### config.mk
export PLATFORM = sky130hd
export DESIGN_NAME = serial_bcd_adder
export DESIGN_NICKNAME = d
export VERILOG_FILES = /design/src/rtl/bcd_pkg.sv /design/src/rtl/bcd_digit_add.sv /design/src/rtl/serial_bcd_adder.sv
export SDC_FILE = /design/constraint.sdc
export NUM_CORES = 1
export LEC_CHECK = 0
export CORE_MARGIN = 3
export CORE_UTILIZATION = 46
export DETAILED_ROUTE_END_ITERATION = 6
export GPL_TIMING_DRIVEN = 0
export PLACE_DENSITY = 0.86
export SLEW_MARGIN = 10
export SYNTH_ARGS = -nofsm -noshare
export SYNTH_HDL_FRONTEND = slang
export SYNTH_SLANG_ARGS = --single-unit
### constraint.sdc
create_clock -name clk -period 4.1 [get_ports clk]
set_clock_uncertainty 0.2 [all_clocks]
set_input_delay 0.82 -clock clk [delete_from_list [all_inputs] [get_ports clk]]
set_output_delay 0.82 -clock clk [all_outputs]
set_load 0.02 [all_outputs]
### src/rtl/bcd_pkg.sv
// Shared definitions for the serial BCD adder: FSM state encoding, BCD constants and the digit type.
package bcd_pkg;

    typedef enum logic [1:0] {
        IDLE = 2'd0,
        ADD  = 2'd1,
        DONE = 2'd2
    } state_t;

    localparam logic [3:0] BCD_MAX = 4'd9;
    localparam logic [3:0] BCD_ADJ = 4'd6;

    typedef logic [3:0] digit_t;

endpackage

### src/rtl/bcd_digit_add.sv
// Single-digit BCD adder slice with decimal correction.
// With BCD_CHECK_EN defined, it also flags operand digits above nine.
module bcd_digit_add
    import bcd_pkg::*;
(
    input  digit_t a,
    input  digit_t b,
    input  logic   ci,
    output digit_t s,
`ifdef BCD_CHECK_EN
    output logic   bad,
`endif
    output logic   co
);

    logic [4:0] z;

    // A binary sum above nine wraps past the six unused codes to land back on a decimal digit
    always_comb begin
        z  = {1'b0, a} + {1'b0, b} + {4'b0000, ci};
        s  = z[3:0];
        co = 1'b0;
        if (z > {1'b0, BCD_MAX}) begin
            s  = z[3:0] + BCD_ADJ;
            co = 1'b1;
        end
    end

`ifdef BCD_CHECK_EN
    assign bad = (a > BCD_MAX) || (b > BCD_MAX);
`endif

endmodule

### src/rtl/serial_bcd_adder.sv
// N-digit BCD adder that reuses one digit slice, least-significant digit first, one digit per clock.
// Optional invalid-digit detection is built when BCD_CHECK_EN is defined.
module serial_bcd_adder
    import bcd_pkg::*;
#(
    parameter int DIGITS = 4,
    parameter int CNT_W  = (DIGITS > 1) ? $clog2(DIGITS) : 1
) (
    input  logic                  clk,
    input  logic                  rst,
    input  logic                  start,
    input  logic [4*DIGITS-1:0]   a,
    input  logic [4*DIGITS-1:0]   b,
    input  logic                  cin,
    output logic                  busy,
    output logic                  done,
    output logic [4*DIGITS-1:0]   sum,
    output logic                  cout,
    output logic                  error
);

    state_t              state;
    state_t              nextState;
    logic [CNT_W-1:0]    digitIdx;
    logic                carryReg;
    logic [4*DIGITS-1:0] latchA;
    logic [4*DIGITS-1:0] latchB;
    digit_t              curA;
    digit_t              curB;
    digit_t              digitSum;
    logic                digitCarry;
    logic                lastDigit;
    logic                accept;

    assign curA      = latchA[4*digitIdx +: 4];
    assign curB      = latchB[4*digitIdx +: 4];
    assign lastDigit = (digitIdx == CNT_W'(DIGITS - 1));

`ifdef BCD_CHECK_EN
    logic digitBad;

    bcd_digit_add u_digit (
        .a   (curA),
        .b   (curB),
        .ci  (carryReg),
        .s   (digitSum),
        .bad (digitBad),
        .co  (digitCarry)
    );
`else
    bcd_digit_add u_digit (
        .a   (curA),
        .b   (curB),
        .ci  (carryReg),
        .s   (digitSum),
        .co  (digitCarry)
    );

    assign error = 1'b0;
`endif

    always_ff @(posedge clk) begin
        if (rst) state <= IDLE;
        else     state <= nextState;
    end

    // Start is only honoured from IDLE, so requests during ADD or DONE are simply dropped
    always_comb begin
        nextState = state;
        accept    = 1'b0;
        busy      = 1'b0;
        done      = 1'b0;
        case (state)
            IDLE: begin
                if (start) begin
                    accept    = 1'b1;
                    nextState = ADD;
                end
            end
            ADD: begin
                busy = 1'b1;
                if (lastDigit) nextState = DONE;
            end
            DONE: begin
                done      = 1'b1;
                nextState = IDLE;
            end
            default: nextState = IDLE;
        endcase
    end

    // Operands are captured on accept so the caller may change them while the digits are worked through
    always_ff @(posedge clk) begin
        if (rst) begin
            latchA   <= '0;
            latchB   <= '0;
            carryReg <= 1'b0;
            digitIdx <= '0;
            sum      <= '0;
            cout     <= 1'b0;
`ifdef BCD_CHECK_EN
            error    <= 1'b0;
`endif
        end else if (accept) begin
            latchA   <= a;
            latchB   <= b;
            carryReg <= cin;
            digitIdx <= '0;
            sum      <= '0;
            cout     <= 1'b0;
`ifdef BCD_CHECK_EN
            error    <= 1'b0;
`endif
        end else if (state == ADD) begin
            sum[4*digitIdx +: 4] <= digitSum;
            carryReg             <= digitCarry;
            if (lastDigit) cout <= digitCarry;
            else           digitIdx <= digitIdx + 1'b1;
`ifdef BCD_CHECK_EN
            if (digitBad) error <= 1'b1;
`endif
        end
    end

endmodule

==> results.md <==
- CP max stage delay: approximately 0.55 ns
- Post-synthesis cell count: between 200 and 300
- FF+latch count, synth: 54
- TritonCTS Buffers: 5
- Die H: 81.2 um
- Worst hold-check path type: flip-flop to flip-flop
- Post-CTS setup buffers: 0
- Kind of critical path: flip-flop to flip-flop
- Crit path DAT: 3.97 ns
- Max Cap Viol: 0
- HPWL after DPL: 4.66 mm
- Slew headroom: 0.495
- Final Non-Filler Cells: 426
- H-tree depth: 2
- Met3 usage: 0.0477
- Tcrit/Tclk final: 0.953
- Crit-path slowest cell: mux4_2
- Most frequent CP cell: fa_1
- Initial antenna violation count: 0
- Met1 Use GR: 0.236
- YS warnings: 0
- Number of library cell types mapped by synthesis: 44
- Share of the synthesized area in the top cell type: 0.415
- GRT busiest layer: met2
- Commonest non-fill, non-tap cell in the layout: nand2_1
- Fmax: 0.256 GHz
- CTS tree: yes
- Mean post-synth cell area: 8.83 sq um
- Port bufs: 53
- Min Clock Period, post-route: 3.91 ns
- Clock latency on the worst-skew pair: 0.31 ns
- All-Layer GR Usage: 0.201
- Post-synthesis sequential area ratio: 0.415
- DR DRC count: 0
- Synthesized net count: about 340
- Setup Viol. Count Final: 0
- Max IR drop VDD: 240 uV
- CTS Sinks: 54
- Drt wl/cell: roughly 15 um
- Initial Util: 0.491
- Core Rows: 26
- Routed WL: 6.23 mm
- Final hold viol count: 0
- Min Hold Slack: 0.259 ns
- Pre-antenna DRT Iters: 4
- Reg2reg start: digitIdx[0]$_SDFFE_PP0P_
- Startpoint Class: flip-flop
- Crit Path Max Fanout: 10
- Power Density: 335 nW/um^2
- Die area: 6600 sq um
- Die Wd: 81.2 um
- Status: finished, final reports clean
- Root buf cell: clkbuf_8
- Cell taking the most area after synthesis: dfxtp_1
- Worst-margin pin slew: around 0.76 ns
- Routed Antenna Nets: 0
- Vias in the first global route: 2222
- Placed Cells: 418
- Hold path start: latchA[13]$_SDFFE_PP0P_
- Grt ovf: 0
- CP startpoint: digitIdx[0]$_SDFFE_PP0P_
- Most frequent cells in the layout: nand2_1 (75), dfxtp_1 (53), clkdlybuf4s50_1 (53), a21oi_1 (40), nor2_1 (19)
- CP endpoint kind: flip-flop
- CP Data Required Time: between 4 and 5 ns
- Vias per Instance: about 5.5
- Core Footprint: 5300 sq um
- # diodes: 0
- Vias: 2341
- Post-layout util: 0.631
- Synth top area cells: dfxtp_1 (42%), nand2_1 (11%), a21oi_1 (7.7%)
- Cell Area, Synth: 2600 sq um
- Hold_buf cts: 0
- Largest net degree at the start of global routing: 18
- Max clock buf depth: 2
- GR Layer Usage met2: 0.364
- Leak Pwr: ~1.2 nW
- Initial DRC Count: roughly 140
- CP cell instances: buf_6 > mux4_2 > fa_1 > inv_1 > fa_1 > ha_1 > a32o_2 > o31ai_4 > mux2i_4 > a32o_1
- Reg clk slew, reported paths: 0.10 ns
- Global-route wire length before repair: 10.3 mm
- Fin nets: 404
- Layout cells sized above 1: 0.0871
- Pins Over Slew Limit: 0
- Global placement routability congestion: 0.851
- Num ports: 56
- Setup tns final: 0 ns
- Area delta synth->final: 28.4%
## logic make-up after synthesis
logic type | count (synthesis) | synth area share
AND/OR/NAND/NOR | 120 | 0.212
AO/OA/AOI/OAI | 71 | 0.179
flip-flops | 54 | 0.415
buffers and inverters | 24 | 0.0375
adder cells (fa/ha/maj) | 13 | 0.0682
multiplexers | 10 | 0.0769
XOR/XNOR | 2 | 0.00961
other | 1 | 0.00144
## worst paths after layout
kind                                                 to  slack [ns]  depth (start not counted)
worst min-delay path            latchA[13]$_SDFFE_PP0P_        0.26                          2
worst max-delay path               sum[10]$_SDFFE_PP0P_        0.19                         10
worst max register to register     sum[10]$_SDFFE_PP0P_        0.19                         10
worst min register to register  latchA[13]$_SDFFE_PP0P_        0.26                          2
## cell usage after synthesis (all sizes together)
| master | count |
|---|---|
| a21o | 2 |
| nor3 | 2 |
| nor4 | 1 |
| nor3b | 1 |
| nand2 | 75 |
| clkinv | 1 |
| mux2i | 2 |
| nor2 | 19 |
| a31oi | 4 |
| nor2b | 1 |
| nand3 | 4 |
| a221oi | 1 |
| buf | 4 |
| and3b | 1 |
| o211ai | 2 |
| xor2 | 1 |
| nor4b | 1 |
| clkbuf | 13 |
| or3b | 1 |
| or2 | 1 |
| fa | 2 |
| or2b | 1 |
| a21oi | 40 |
| nand4 | 4 |
| and3 | 2 |
| a211o | 2 |
| conb | 1 |
| o2bb2ai | 2 |
| xnor2 | 1 |
| inv | 6 |
| a22oi | 4 |
| a32o | 5 |
| o21ai | 1 |
| ha | 11 |
| nand2b | 3 |
| mux4 | 8 |
| dfxtp | 54 |
| o31ai | 3 |
| nand3b | 3 |
| a32oi | 5 |
## per-layer routing
| metal | up-vias | share of wire |
|---|---|---|
| met2 | 77 | 0.50 |
| met5 | - | 0 |
| met4 | 0 | 0.013 |
| li1 | 1157 | - |
| met3 | 8 | 0.057 |
| met1 | 1099 | 0.43 |
## stage by stage
step / setup WS, ns / area (sq um) / power, W
after global placement: -0.153 / 3220 / 0.000804
after CTS: 0.0596 / 3320 / 0.00111
final: 0.193 / 3340 / 0.00112
after global routing: -0.00149 / 3340 / 0.00117
after detailed placement: -0.174 / 3220 / 0.000813
after floorplan: 0.325 / 2600 / 0.000732
## state kept, by name, indices dropped and copies added, names as in the netlist
name and cells:
latchA 16, latchB 16, sum 16, digitIdx 2, state 2, carryReg 1, cout 1
## area by class of cell
| cell class | count | area [sq um] |
|---|---|---|
| fillers | 447 | 1960 |
| flip-flops and latches | 54 | 1080 |
| repair buffers | 53 | 531 |
| clock buffers | 5 | 68.8 |
| multi-input cells | 217 | 1450 |
| well taps | 70 | 87.6 |
| clock inverters | 3 | 21.3 |
| inverters | 7 | 26.3 |
| plain buffers | 17 | 78.8 |
## where the power goes
part | switching [W] | internal, W
registers | 0.0000141 | 0.000547
logic | 0.000145 | 0.000112
clock network | 0.000182 | 0.000121
## worst max-delay path: cells and delay by family, from the launching register on
family                   cells  cell delay, ns
buffers and inverters        2            0.31
AO/OA/AOI/OAI                3            0.77
multiplexers                 2            0.91
flip-flops                   1            0.43
adder cells (fa/ha/maj)      3            1.22
## timing repair
action                                  CTS  global route
gates resized for setup                   3             5
pin swaps                                 0             0
endpoints found under the setup margin    5             7
No activity file was read; power rests on OpenSTA's default activity.
